`src/rtl/fibo_pkg.sv`:
```
// fibo_pkg: shared definitions for the generalised-Fibonacci engine.
//   - default widths for the data path and the index
//   - controller state encoding
package fibo_pkg;

    localparam int FIBO_DATA_W = 16;
    localparam int FIBO_IDX_W  = 5;

    typedef enum logic [1:0] {
        IDLE    = 2'd0,
        COMPUTE = 2'd1,
        HOLD    = 2'd2
    } fibo_state_t;

endpackage

```
`src/rtl/fibo_step.sv`:
```
// fibo_step: recurrence datapath for fibo_seq_engine.
// Holds the sliding pair (a, b) = (X(cnt), X(cnt+1)), the step counter and the
// latched target index. One step advances the pair by one index.
//
// Build option: FIBO_OVF_EN -- when defined, per-term wrap flags ride along with
// a and b; when undefined the tracking is not built and a_ovf is tied 0.
//
// Ports:
//   clk, reset   clock, synchronous active-high reset
//   load         capture seeds and target index, clear counter and flags
//   step         advance the recurrence one index
//   n            target index (sampled on load)
//   seed0/seed1  X(0) / X(1) (sampled on load)
//   a            current X(cnt)
//   a_ovf        some X(k), k <= cnt, wrapped
//   done         cnt has reached the target index
module fibo_step
    import fibo_pkg::*;
#(
    parameter int DATA_W = FIBO_DATA_W,
    parameter int IDX_W  = FIBO_IDX_W
) (
    input  logic              clk,
    input  logic              reset,
    input  logic              load,
    input  logic              step,
    input  logic [IDX_W-1:0]  n,
    input  logic [DATA_W-1:0] seed0,
    input  logic [DATA_W-1:0] seed1,
    output logic [DATA_W-1:0] a,
    output logic              a_ovf,
    output logic              done
);

    logic [DATA_W-1:0] a_q, a_d;
    logic [DATA_W-1:0] b_q, b_d;
    logic [IDX_W-1:0]  cnt_q, cnt_d;
    logic [IDX_W-1:0]  n_q, n_d;
    logic [DATA_W-1:0] sum;

`ifdef FIBO_OVF_EN
    logic [DATA_W:0] sum_full;
    logic            carry;
    logic            a_ovf_q, a_ovf_d;
    logic            b_ovf_q, b_ovf_d;

    assign sum_full = {1'b0, a_q} + {1'b0, b_q};
    assign sum      = sum_full[DATA_W-1:0];
    assign carry    = sum_full[DATA_W];

    // b's flag is sticky over the whole history: the new term wraps if either
    // predecessor had already wrapped or this addition carries out.
    always_comb begin
        a_ovf_d = a_ovf_q;
        b_ovf_d = b_ovf_q;
        if (load) begin
            a_ovf_d = 1'b0;
            b_ovf_d = 1'b0;
        end else if (step) begin
            a_ovf_d = b_ovf_q;
            b_ovf_d = a_ovf_q | b_ovf_q | carry;
        end
    end

    always_ff @(posedge clk) begin
        if (reset) begin
            a_ovf_q <= 1'b0;
            b_ovf_q <= 1'b0;
        end else begin
            a_ovf_q <= a_ovf_d;
            b_ovf_q <= b_ovf_d;
        end
    end

    assign a_ovf = a_ovf_q;
`else
    assign sum   = a_q + b_q;
    assign a_ovf = 1'b0;
`endif

    always_comb begin
        a_d   = a_q;
        b_d   = b_q;
        cnt_d = cnt_q;
        n_d   = n_q;
        if (load) begin
            a_d   = seed0;
            b_d   = seed1;
            cnt_d = '0;
            n_d   = n;
        end else if (step) begin
            a_d   = b_q;
            b_d   = sum;
            cnt_d = cnt_q + IDX_W'(1);
        end
    end

    always_ff @(posedge clk) begin
        if (reset) begin
            a_q   <= '0;
            b_q   <= '0;
            cnt_q <= '0;
            n_q   <= '0;
        end else begin
            a_q   <= a_d;
            b_q   <= b_d;
            cnt_q <= cnt_d;
            n_q   <= n_d;
        end
    end

    assign a    = a_q;
    assign done = (cnt_q == n_q);

endmodule

```
`src/rtl/fibo_seq_engine.sv`:
```
// fibo_seq_engine: request/response generalised-Fibonacci engine.
// Computes X(n) with X(0)=seed0, X(1)=seed1, X(k)=X(k-1)+X(k-2) mod 2^DATA_W.
// Latency is n+1 cycles from accept to result_valid.
//
// Build option: FIBO_OVF_EN -- when defined, overflow reports wrap of any X(k)
// with k <= n; when undefined overflow is tied 0 (port retained).
//
// Ports:
//   clk, reset     clock, synchronous active-high reset
//   start          request valid (accepted only in IDLE)
//   in_ready       request ready, high only in IDLE
//   n              target index
//   seed0, seed1   X(0), X(1)
//   result         X(n), stable while result_valid
//   result_valid   result valid (HOLD)
//   result_ready   consumer ready
//   overflow       some X(k), k <= n, wrapped; qualified by result_valid
//   busy           high in COMPUTE or HOLD
module fibo_seq_engine
    import fibo_pkg::*;
#(
    parameter int DATA_W = FIBO_DATA_W,
    parameter int IDX_W  = FIBO_IDX_W
) (
    input  logic              clk,
    input  logic              reset,
    input  logic              start,
    output logic              in_ready,
    input  logic [IDX_W-1:0]  n,
    input  logic [DATA_W-1:0] seed0,
    input  logic [DATA_W-1:0] seed1,
    output logic [DATA_W-1:0] result,
    output logic              result_valid,
    input  logic              result_ready,
    output logic              overflow,
    output logic              busy
);

    fibo_state_t       state_q, state_d;
    logic [DATA_W-1:0] result_q, result_d;
    logic              overflow_q, overflow_d;

    logic              load;
    logic              step;
    logic              done;
    logic [DATA_W-1:0] cur_a;
    logic              cur_ovf;

    fibo_step #(
        .DATA_W (DATA_W),
        .IDX_W  (IDX_W)
    ) u_step (
        .clk   (clk),
        .reset (reset),
        .load  (load),
        .step  (step),
        .n     (n),
        .seed0 (seed0),
        .seed1 (seed1),
        .a     (cur_a),
        .a_ovf (cur_ovf),
        .done  (done)
    );

    always_comb begin
        state_d    = state_q;
        result_d   = result_q;
        overflow_d = overflow_q;
        load       = 1'b0;
        step       = 1'b0;
        unique case (state_q)
            IDLE: begin
                if (start) begin
                    load    = 1'b1;
                    state_d = COMPUTE;
                end
            end
            COMPUTE: begin
                if (done) begin
                    result_d   = cur_a;
                    overflow_d = cur_ovf;
                    state_d    = HOLD;
                end else begin
                    step = 1'b1;
                end
            end
            HOLD: begin
                if (result_ready) begin
                    state_d = IDLE;
                end
            end
            default: state_d = IDLE;
        endcase
    end

    always_ff @(posedge clk) begin
        if (reset) begin
            state_q    <= IDLE;
            result_q   <= '0;
            overflow_q <= 1'b0;
        end else begin
            state_q    <= state_d;
            result_q   <= result_d;
            overflow_q <= overflow_d;
        end
    end

    // All handshake outputs decode registered state only.
    assign in_ready     = (state_q == IDLE);
    assign result_valid = (state_q == HOLD);
    assign busy         = (state_q == COMPUTE) || (state_q == HOLD);
    assign result       = result_q;
    assign overflow     = overflow_q;

endmodule
```
`config.mk`:
```
export PLATFORM = sky130hd
export DESIGN_NAME = fibo_seq_engine
export DESIGN_NICKNAME = d
export VERILOG_FILES = /design/src/rtl/fibo_pkg.sv /design/src/rtl/fibo_step.sv /design/src/rtl/fibo_seq_engine.sv
export SDC_FILE = /design/constraint.sdc
export NUM_CORES = 1
export LEC_CHECK = 0
export CAP_MARGIN = 25
export CORE_ASPECT_RATIO = 0.6
export CORE_MARGIN = 2
export CORE_UTILIZATION = 56
export CTS_CLUSTER_DIAMETER = 50
export DETAILED_ROUTE_END_ITERATION = 6
export PLACE_DENSITY = 0.89
export SLEW_MARGIN = 20
export SYNTH_ARGS = -nofsm -noshare
export SYNTH_HDL_FRONTEND = slang
export SYNTH_SLANG_ARGS = --single-unit
```
`constraint.sdc`:
```
create_clock -name clk -period 6.05 [get_ports clk]
set_input_delay 1.21 -clock clk [delete_from_list [all_inputs] [get_ports clk]]
set_output_delay 1.21 -clock clk [all_outputs]
set_load 0.02 [all_outputs]
```
======== Word level (Yosys, flattened, before mapping) ========
Cells that the tools add are included.
word-level totals
  word-level logic and storage cells ...... 32
  input bits .............................. 41
  bits in registers ....................... 60
  output and inout bits ................... 20
cells by class
  eq/ne operators ......................... 6
  multiplexer cells ....................... 12
  $add $sub $neg .......................... 2
  reductions and logical operators ........ 6
operators by type and width
  kind                 number
  $mux 16              4
  $add 16x16->16       1
  $mux 2               3
  $pmux 2 s3           1
  $add 5x1->5 const B  1
  $eq 5x5->1           1
  $mux 1               4
  $ne 2x2->1 const B   2
  $reduce_and 3->1     1
  $eq 2x1->1 const B   1
  $eq 2x2->1 const B   1
  $logic_not 2->1      1
  $ne 2x1->1 const B   1
  $reduce_and 2->1     1
  $reduce_bool 2->1    1
  $reduce_or 2->1      1
  $logic_or 1x1->1     1

======== Longest topological paths before layout ========
  depth in word-level cells ............... 5
  gate-level depth with buffers ........... 9

======== Hierarchy ========
A second synthesis with hierarchy kept.
unflattened totals
  cell total of the unflattened synthesis .. 406
  area total of the unflattened synthesis .. 3483.3 µm²
modules (own cells, without submodules)
  module           times used  cells each  area each (µm²)  sequential area each (µm²)
  fibo_step        1           312         2611.3           840.8
  fibo_seq_engine  1           94          872.1            380.4

======== Worst setup path after synthesis ========
Ideal clock, no wire load.
  path type ............................... reg2reg
  start ................................... reg u_step.a_q[0], in the netlist u_step.a[0]
  end ..................................... reg u_step.b_q[10]
  data arrival time ....................... 2.167 ns
  buffers on the path ..................... 0
  path slack .............................. 3.792 ns
  setup time .............................. 0.091 ns
  period minus slack after synthesis ...... 2.258 ns
  stages on the path, launching flop included .. 10
  path through ............................ dfxtp_1 > ha_1 > fa_1 > a211o_1 > a21oi_1 > o21ai_1 > a21oi_1 > xnor2_1 > nand2_1 > a311oi_1
between the ends
  longest elaborated chain between the ends .. 3
ends and longest elaborated chain
  what                    line              RTL
  start, declared         fibo_step.sv:35   logic [DATA_W-1:0] a_q, a_d;
  start signal, assigned  fibo_step.sv:100  a_q <= '0;
  start signal, assigned  fibo_step.sv:105  a_q <= a_d;
  $add 16x16->16          fibo_step.sv:77   assign sum = a_q + b_q;
  $mux 16                 fibo_step.sv:91   end else if (step) begin
  $mux 16                 fibo_step.sv:86   if (load) begin
  end signal, assigned    fibo_step.sv:101  b_q <= '0;
  end signal, assigned    fibo_step.sv:106  b_q <= b_d;
  end, declared           fibo_step.sv:36   logic [DATA_W-1:0] b_q, b_d;
Every way passes these cells. The select of a mux whose other input is x is not followed.
A chain may end at the register's enable or synchronous reset.

======== Final worst setup path ========
  start ................................... reg state_q[0]
  end ..................................... out in_ready
between the ends
  longest elaborated chain between the ends .. 1
ends and longest elaborated chain
  what                    line                    RTL
  start, declared         fibo_seq_engine.sv:39   fibo_state_t state_q, state_d;
  start signal, assigned  fibo_seq_engine.sv:102  state_q <= state_d;
  $logic_not 2->1         fibo_seq_engine.sv:109  assign in_ready = (state_q == IDLE);
  end, declared           fibo_seq_engine.sv:28   output logic in_ready,
Every way passes these cells.

==> metrics.md <==
| Metric | Value |
|---|---|
| Comb power frac | `0.448` |
| Warning count from the yosys run | `0` |
| Setup repair after global routing missed its margin | `no` |
| Cells after Synth | `about 400` |
| Clock insertion delay at the later pin of the skew report | `0.35 ns` |
| Cell row count | `21` |
| Number of flip-flops and latches in the synthesized netlist | `60` |
| Worst R2R Setup Slack | `3.44 ns` |
| Number of instances resized during post-cts repair | `0` |
| Diodes inserted | `0` |
| Fraction of synthesized cell area taken by the top area cell type | `0.371` |
| CTS tree | `done` |
| Number of endpoints with negative hold slack in the final report | `0` |
| Max clock buf depth | `2` |
| Post-synthesis net count | `458` |
| Number of routed nets with antenna violations | `0` |
| Count leader, synth | `sky130_fd_sc_hd__nand2_1` |
| Worst Setup End Kind | `output port` |
| Sequential area share after synthesis | `0.371` |
| Mean post-synth cell area | `about 8.2 sq um` |
| Hold buffers post-CTS | `0` |
| Placeable core area | `5570 sq um` |
| Buffer type at the clock tree root | `sky130_fd_sc_hd__clkbuf_8` |
| Number of setup violations in the final report | `0` |
| Gr usage total | `0.247` |
| Category of cells accounting for the largest share of critical-path delay | `buffers and inverters` |
| Post-Place Cells | `around 510` |
| Internal power component | `1050 uW` |
| Cell depth of the worst flop-to-flop path | `9` |
| Die area | `between 6000 and 7000 sq um` |
| DR WL/cell | `14.4 microns` |
| Chip Width | `approximately 100 microns` |
| Overflow left after global routing | `0` |
| Critical Path Start | `state_q[0]` |
| Prevailing post-synth register cell | `sky130_fd_sc_hd__dfxtp_1` |
| Yosys cell types | `42` |
| Antenna violations before repair | `0` |
| Critical path endpoint | `in_ready` |
| Fraction of layout instances using a drive strength above 1 | `0.0644` |
| Worst VDD drop | `around 0.24 mV` |
| Clock Power Share | `0.228` |
| Signed area change from the synthesized netlist to the final layout | `25.1%` |
| Register clock-pin slew on the reported worst setup and hold paths | `~0.06 ns` |
| Critical path launch point type | `flip-flop` |
| Worst min-delay path class | `reg -> reg` |
| Post-layout instance count excluding filler cells | `530` |
| First-pass GRT wire length | `roughly 13000 microns` |
| RD Place Congestion | `0.866` |
| Post-synth EDFFs | `0` |
| Detailed-placement wirelength estimate | `5040 microns` |
| Number of input and output port buffers inserted | `a little under 60` |
| Critical path data arrival time | `around 1.7 ns` |
| Max stage delay cell, worst path | `sky130_fd_sc_hd__clkdlybuf4s50_1` |
| Area contributors post-synth | `sky130_fd_sc_hd__dfxtp_1 37%, sky130_fd_sc_hd__nand2_1 9.6%, sky130_fd_sc_hd__ha_1 7.3%` |
| Max FO, Critical Path | `5` |
| Critical Path, Cell by Cell | `inv_1 > ha_1 > clkdlybuf4s50_1` |
| Commonest cells in the netlist | `83 x sky130_fd_sc_hd__nand2_1, 60 x sky130_fd_sc_hd__dfxtp_1, 54 x sky130_fd_sc_hd__nor2_1` |
| I/O pin total | `61` |
| Worst Path Buf+Inv | `2` |
| Sequential power share | `0.324` |
| Instance count on the critical path | `3` |
| Clock buffers created by TritonCTS | `9` |
| Final critical-path required period | `around 2.9 ns` |
| Switching component of the power | `roughly 700 uW` |
| Static leakage | `0.00164 uW` |
| Layout net count | `around 510` |
| Largest net degree at the start of global routing | `between 60 and 70` |
| Capture point of the worst reg-to-reg path | `u_step.b_q[14]` |
| Pins over their slew limit | `0` |
| Largest area contributor in the netlist | `sky130_fd_sc_hd__dfxtp_1` |
| Final Cycle Share | `0.479` |
| Number of sinks driven by the clock tree | `60` |
| Effective utilization at floorplan | `0.582` |
| First-iteration detailed-routing DRC count | `around 170` |
| Setup tns final | `0 ns` |
| Max-slew headroom at the worst pin | `0.357` |
| WL final | `roughly 7700 microns` |
| Count of H-tree levels built during CTS | `3` |
| Worst-Margin Slew | `0.962 ns` |
| Postcts setup bufs | `0` |
| Switching share of power | `0.399` |
| Via density | `5.65` |
| DRC errors left | `0` |
| Req. time, crit path | `roughly 4.8 ns` |
| Worst-case clock skew | `roughly 0.012 ns` |
| Via count of the first global-routing pass | `roughly 2800` |
| Biggest cell delay along the critical path | `roughly 0.65 ns` |
| Peak Freq | `between 300 and 400 MHz` |
| Cell Pwr Density | `between 400 and 500 nW/um^2` |
| Height of the chip | `62.9 microns` |
| Setup CP Type | `reg -> out` |
| Max Cap Viol | `0` |
| Worst R2R Start | `u_step.a[0]` |
| First-pass detailed-route iteration total | `5` |
| Result of the run | `complete, no violations` |
| Vias after detailed routing | `around 3000` |
| Share of flip-flops with an asynchronous set or reset | `0` |
| Cell area after technology mapping | `around 3200 sq um` |
==> sequential cells by signal, summed over array words and instances, names as in the netlist <==
register / cells
u_step.a: 16
u_step.b_q: 16
u_step.cnt_q: 5
u_step.n_q: 5
result: 16
state_q: 2
==> area by class of cell <==
cell class | instances | area (sq um)
timing repair buffer | 62 | 621
multi-input combinational | 305 | 1890
clock buffer | 11 | 141
clock inverter | 5 | 75.1
sequential | 60 | 1200
fill | 440 | 1520
tap | 80 | 100
inverter | 7 | 26.3
==> power groups by stage <==
stage / sequential, uW / combinational, uW / clock, uW
2_1_floorplan: 566 / 598 / 0
3_5_place_dp: 574 / 766 / 0
4_1_cts: 566 / 778 / 402
6_report: 567 / 785 / 399
3_3_place_gp: 569 / 736 / 0
5_1_grt: 577 / 873 / 424
==> routing by layer <==
metal,global-route usage,routed length [microns],up-vias
met5,0,0,-
met4,0.115,161,0
met3,0.0705,470,19
met2,0.375,3490,95
met1,0.324,3530,1404
li1,-,-,1475
==> how the worst min path moves through the flow <==
stage                       start       endpoint  slack, ns  depth (start not counted)
finish              u_step.n_q[0]  u_step.n_q[0]       0.47                          2
global route        u_step.n_q[0]  u_step.n_q[0]       0.49                          2
CTS                 u_step.n_q[0]  u_step.n_q[0]       0.47                          2
detailed placement  u_step.n_q[0]  u_step.n_q[0]       0.47                          2
global placement    u_step.n_q[4]  u_step.n_q[4]       0.46                          2
floorplan           u_step.n_q[4]  u_step.n_q[4]       0.45                          2
==> kinds of logic after synthesis <==
kind of cell    count (synthesis)  share of synthesized area
fa+ha+maj                      20                     0.0795
mux                            18                     0.0556
flops                          60                      0.371
xor+xnor                       19                     0.0513
compound gates                 87                      0.194
other cells                     1                    0.00116
simple gates                  160                      0.200
buf+inv                        32                     0.0486
==> layout by cell type, fill, tap and decap left out, types with 10 or more instances in the layout <==
master and count:
sky130_fd_sc_hd__mux2i_1 18, sky130_fd_sc_hd__nor2_1 54, sky130_fd_sc_hd__ha_1 19, sky130_fd_sc_hd__clkbuf_8 10, sky130_fd_sc_hd__a21oi_1 26, sky130_fd_sc_hd__a311oi_1 25, sky130_fd_sc_hd__xnor2_1 14, sky130_fd_sc_hd__nand2_1 82
sky130_fd_sc_hd__dfxtp_1 60, sky130_fd_sc_hd__clkdlybuf4s50_1 58
==> stage by stage <==
stage          hold slack [ns]  instance area (sq um)  power [uW]  setup WS, ns   util
3_3_place_gp             0.460                   3810        1310          3.07  0.685
3_5_place_dp             0.465                   3810        1340          3.01  0.685
6_report                 0.474                   4060        1750          3.15  0.728
2_1_floorplan            0.449                   3240        1160          3.79      -
4_1_cts                  0.474                   4030        1750          3.17  0.723
5_1_grt                  0.493                   4060        1870          3.07  0.728
==> worst register-to-register path: stages (launching register included) <==
cell and delay [ns]:
sky130_fd_sc_hd__dfxtp_1 0.33, sky130_fd_sc_hd__ha_1 0.25, sky130_fd_sc_hd__fa_1 0.44, sky130_fd_sc_hd__a211o_1 0.34, sky130_fd_sc_hd__a21oi_1 0.22, sky130_fd_sc_hd__o21ai_1 0.15, sky130_fd_sc_hd__a21oi_1 0.30, sky130_fd_sc_hd__o21ai_1 0.14
sky130_fd_sc_hd__xnor2_1 0.19, sky130_fd_sc_hd__a31oi_1 0.10
Power figures use the tool's default switching activity.
==> RTL edit 1, RTL diff (same flow settings) <==
Set the package constant `FIBO_DATA_W` to 20 (it was 16).
--- a/src/rtl/fibo_pkg.sv
+++ b/src/rtl/fibo_pkg.sv
@@ -3,7 +3,7 @@
 //   - controller state encoding
 package fibo_pkg;
 
-    localparam int FIBO_DATA_W = 16;
+    localparam int FIBO_DATA_W = 20;
     localparam int FIBO_IDX_W  = 5;
 
     typedef enum logic [1:0] {
Interface: changed (resized result, seed0 and seed1); port bits go from 61 to 73. The function was not compared with the original's and may differ.
==> RTL edit 1 against the unedited design <==
Critical path depth stayed put. Via count grew 35%. Area after synthesis rose by 24%. Clock power rose by 56%. Wire length increased by 53%. Setup slack improved by 0.0066 ns. Power up 33%. Count of clock-buffer cells in the layout fell by 1. Final area increased by 26%. Core utilization grew 2.0 points. Die area grew 23%. Sequential cell count rose by 12. Critical path type unchanged. Highest routed layer unchanged.
==> RTL edit 1: results (changes against the unedited design) <==
finClkSkew_ns: 0.00873  # -0.00374 ns
io_buffer_count: 71  # +20%
cts-root-buf: "clkbuf_16"
dr_total_vias: 4035  # +35%
n_all_buffers: 76  # +23%
h-tree-depth: 3  # unchanged
buffer_area_share_pct: 14.7  # -0.59 points
vdd_drop_max_mv: 0.210  # -12%
synth_area_leaders: "dfxtp_1, nand2_1, ha_1, nor2_1, a311oi_1"
seq_cell_count: 72  # +20%
die_area_um2: 7890  # +23%
synth-compound-area-share_pct: 22.3  # +3.0 points
clkbuf_count: 10  # -1
regArea_um2: 1440  # +20%
avgSynthCellArea_um2: 8.08  # -1.0%
placed_area_um2: 4760  # +25%
gr-usage-all-layers_pct: 29.5  # +4.8 points
grt_first_pass_wirelength_um: 18500  # +48%
ys_seq_area_share_pct: 35.9  # -1.2 points
wirelength_um: 11700  # +53%
seq_share_pct: 28.2  # -1.4 points
status: "finished, final reports clean"
tritoncts.num_buffers: 9  # unchanged
post-place-ws_ns: 2.90  # -0.105 ns
worst_pin_slew_ns: 0.892  # -0.0699 ns
yosysTopAreaCellShare_pct: 35.9  # -1.2 points
multi_input_cells: 383  # +26%
synthMuxAreaShare_pct: 4.73  # -0.82 points
fin_nets: 628  # +24%
intPower_uw: 1390  # +32%
clockBufferDepth: 2  # unchanged
inv_count: 13  # +6
yosysUniqueCellTypes: 58  # +38%
synth_fp_nets: 570  # +24%
hpwl_um: 7770  # +54%
synth-xor-area-share_pct: 3.49  # -1.6 points
wl_per_cell_um: 18.2  # +26%
worstPathArrival_ns: 1.68
drt_iter0_markers: 550  # +220%
crit_fanout: 3  # -2
clk_share_pct: 6.74  # +1.4 points
multi_input_area_share_pct: 47.2  # +0.60 points
fill_cells: 484  # +10%
drive_above_1_share_pct: 5.36  # -1.1 points
## RTL edit 1: cell count changes in the layout (fill, tap and decap cells not counted), moves of 4 or more
cell / change
a21oi_1: +7
dfxtp_1: +12
a21o_1: +4
a211oi_1: +4
clkbuf_8: -10
clkdlybuf4s50_1: +12
xnor2_1: -6
nor3_1: +4
nor2_1: +20
ha_1: +4
o21ai_1: -7
o21ai_0: +7
inv_1: +6
clkbuf_16: +9
## RTL edit 1: worst max-delay path: stages (launching register included)
cell	delay, ns
dfxtp_1	0.36
inv_1	0.09
ha_1	0.29
clkdlybuf4s50_1	0.60
## RTL edit 1: worst paths after layout
kind / startpoint / endpoint / slack [ns] / cells after the start
worst min-delay path: result[1] / result[1] / 0.49 / 2
worst min register to register: result[1] / result[1] / 0.49 / 2
worst max-delay path: state_q[0] / busy / 3.16 / 3
worst max register to register: u_step.a[0] / u_step.b_q[16] / 3.34 / 10
## RTL edit 1: logic make-up after synthesis
family | count (synthesis)
simple gates | 200
compound gates | 123
flops | 72
buf+inv | 42
fa+ha+maj | 24
mux | 19
xor+xnor | 16
other cells | 1
## RTL edit 1: routing by layer
layer / wire [um] / share of wire [%] / track usage [%] / vias to the layer above
li1: - / - / - / 1898
met1: 5110 / 44 / 41.2 / 1854
met2: 5150 / 44 / 45.2 / 248
met3: 1240 / 11 / 8.48 / 35
met4: 248 / 2.1 / 7.05 / 0
met5: 0 / 0 / 0 / -
## RTL edit 1: power by group through the flow
stage / Combinational (uW) / Clock, uW / Sequential (uW)
finish: 1010 / 622 / 697
global route: 1090 / 646 / 704
detailed placement: 964 / 0 / 697
global placement: 915 / 0 / 690
floorplan: 710 / 0 / 676
CTS: 987 / 622 / 690
==> RTL edit 2, RTL diff (same settings) <==
Without the edit above. Take the reset off `a_q` and load it in a clocked block of its own.
--- a/src/rtl/fibo_step.sv
+++ b/src/rtl/fibo_step.sv
@@ -97,16 +97,18 @@
 
     always_ff @(posedge clk) begin
         if (reset) begin
-            a_q   <= '0;
             b_q   <= '0;
             cnt_q <= '0;
             n_q   <= '0;
         end else begin
-            a_q   <= a_d;
             b_q   <= b_d;
             cnt_q <= cnt_d;
             n_q   <= n_d;
         end
+    end
+
+    always_ff @(posedge clk) begin
+        a_q <= a_d;
     end
 
     assign a    = a_q;
Check against the original RTL: same outputs for any inputs over 4 cycles, from zero or initial values and one cycle with reset high; that may be too few to reach the edited logic, so the function may still have changed.
==> RTL edit 2 against the unedited design <==
Sequential cell count unchanged. Critical path depth unchanged. Final area up 2.3%. Area after synthesis up 1.7%. Maximum frequency about the same. Setup slack better by 0.00080 ns. Global-route usage up 1.4 points. Power up 7.1%. Wire length up 4.4%. Largest power group unchanged.
==> RTL edit 2: results (changes against the unedited design) <==
whs_ns: 0.472  # -0.00194 ns
post-place-ws_ns: 2.81  # -0.194 ns
netlist_instances: 374  # -5.8%
p_per_area_nw_per_um2: 452  # +4.8%
drive_above_1_share_pct: 5.96  # -0.48 points
ff2ff_setup_slack_ns: 3.23  # -0.21 ns
wirelength_um: 7990  # +4.4%
synth_fp_nets: 435  # -5.0%
grt_pass1_vias: 2859  # +3.5%
max_slew_margin_pct: 30.9  # -4.9 points
dp_cells: 499  # -2.7%
final_cell_count_no_fill: 516  # -2.6%
finClkSkew_ns: 0.00860  # -0.00386 ns
placed_area_um2: 3910  # +2.4%
antenna_found_initial: 0  # unchanged
vdd_drop_max_mv: 0.215  # -9.4%
p_comb_share_pct: 45.3  # +0.5 points
crit_type: "reg2out"
hold_class: "reg2reg"
yosysUniqueCellTypes: 60  # +43%
fin_nets: 492  # -2.8%
crit_path_end: "busy"
drt_iter0_markers: 166  # -4.0%
grt_first_pass_wirelength_um: 13100  # +4.9%
drt-met1-wl_um: 3500  # -0.96%
gp_congestion: 0.887  # +2.4%
wl_met3_um: 612  # +30%
grt_start_max_net_pins: 47  # -28%
grtUsageMet2_pct: 40.9  # +3.4 points
grt_use_met3_pct: 9.66  # +2.6 points
dr.pass1.iters: 4  # -1
hpwl_um: 5440  # +7.8%
crit_start: "state_q[1]"
switching_power_uw: 724  # +3.6%
fill_cells: 441  # +0.23%
r2r_cells: 8  # -1
crit_fanout: 3  # -2
gr-usage-all-layers_pct: 26.1  # +1.4 points
synth_area_leaders: "dfxtp_1, edfxtp_1, nand2_1, ha_1, mux2i_1"
synth_edf_count: 16  # +16
status: "finished, final reports clean"
ys_seq_area_share_pct: 41.3  # +4.2 points
r2r-start: "u_step.a[0]"
via_per_inst: 5.61  # -0.62%
yosys-top-cells-count: "nand2_1, dfxtp_1, nor2_1"
use_met1_pct: 32.9  # +0.53 points
leakage_uw: 0.00176  # +7.6%
clkPwrFrac_pct: 21.9  # -0.9 points
wl_met2_um: 3740  # +7.2%
regArea_um2: 1360  # +13%
cp_slowest_stage_delay_ns: 0.61  # -0.04 ns
regToRegEndpoint: "u_step.b_q[12]"
hold_path_startpoint: "u_step.n_q[1]"
min_to: "u_step.n_q[1]"
RTL edit 2: changes by cell type in the layout (fill, tap and decap cells not counted), moves of 3 or more:
cell	change
nand2_1	+8
dfxtp_1	-16
xnor2_1	-3
a21o_1	+3
edfxtp_1	+16
nor2_1	-11
a311oi_1	-16
nor3_1	-4
o21ai_1	-5
clkinv_2	-3
RTL edit 2: cell families after synthesis:
family          share of synthesized area, %
flops                                   41.3
compound gates                          16.0
buf+inv                                 4.21
other cells                            0.114
mux                                     5.50
xor+xnor                                4.25
simple gates                            20.8
fa+ha+maj                               7.82
RTL edit 2: worst max-delay path: cells and delay by family (launching register included):
| family | cells | cell delay [ns] |
|---|---|---|
| flops | 1 | 0.38 |
| fa+ha+maj | 1 | 0.27 |
| buf+inv | 2 | 0.69 |
RTL edit 2: area by class of cell:
type                       instances  share of cell area (%)
inverter                           7                   0.634
sequential                        60                    32.8
clock buffer                      12                    3.74
clock inverter                     4                    1.72
tap                               80                    2.41
timing repair buffer              63                    15.3
multi-input combinational        290                    43.3
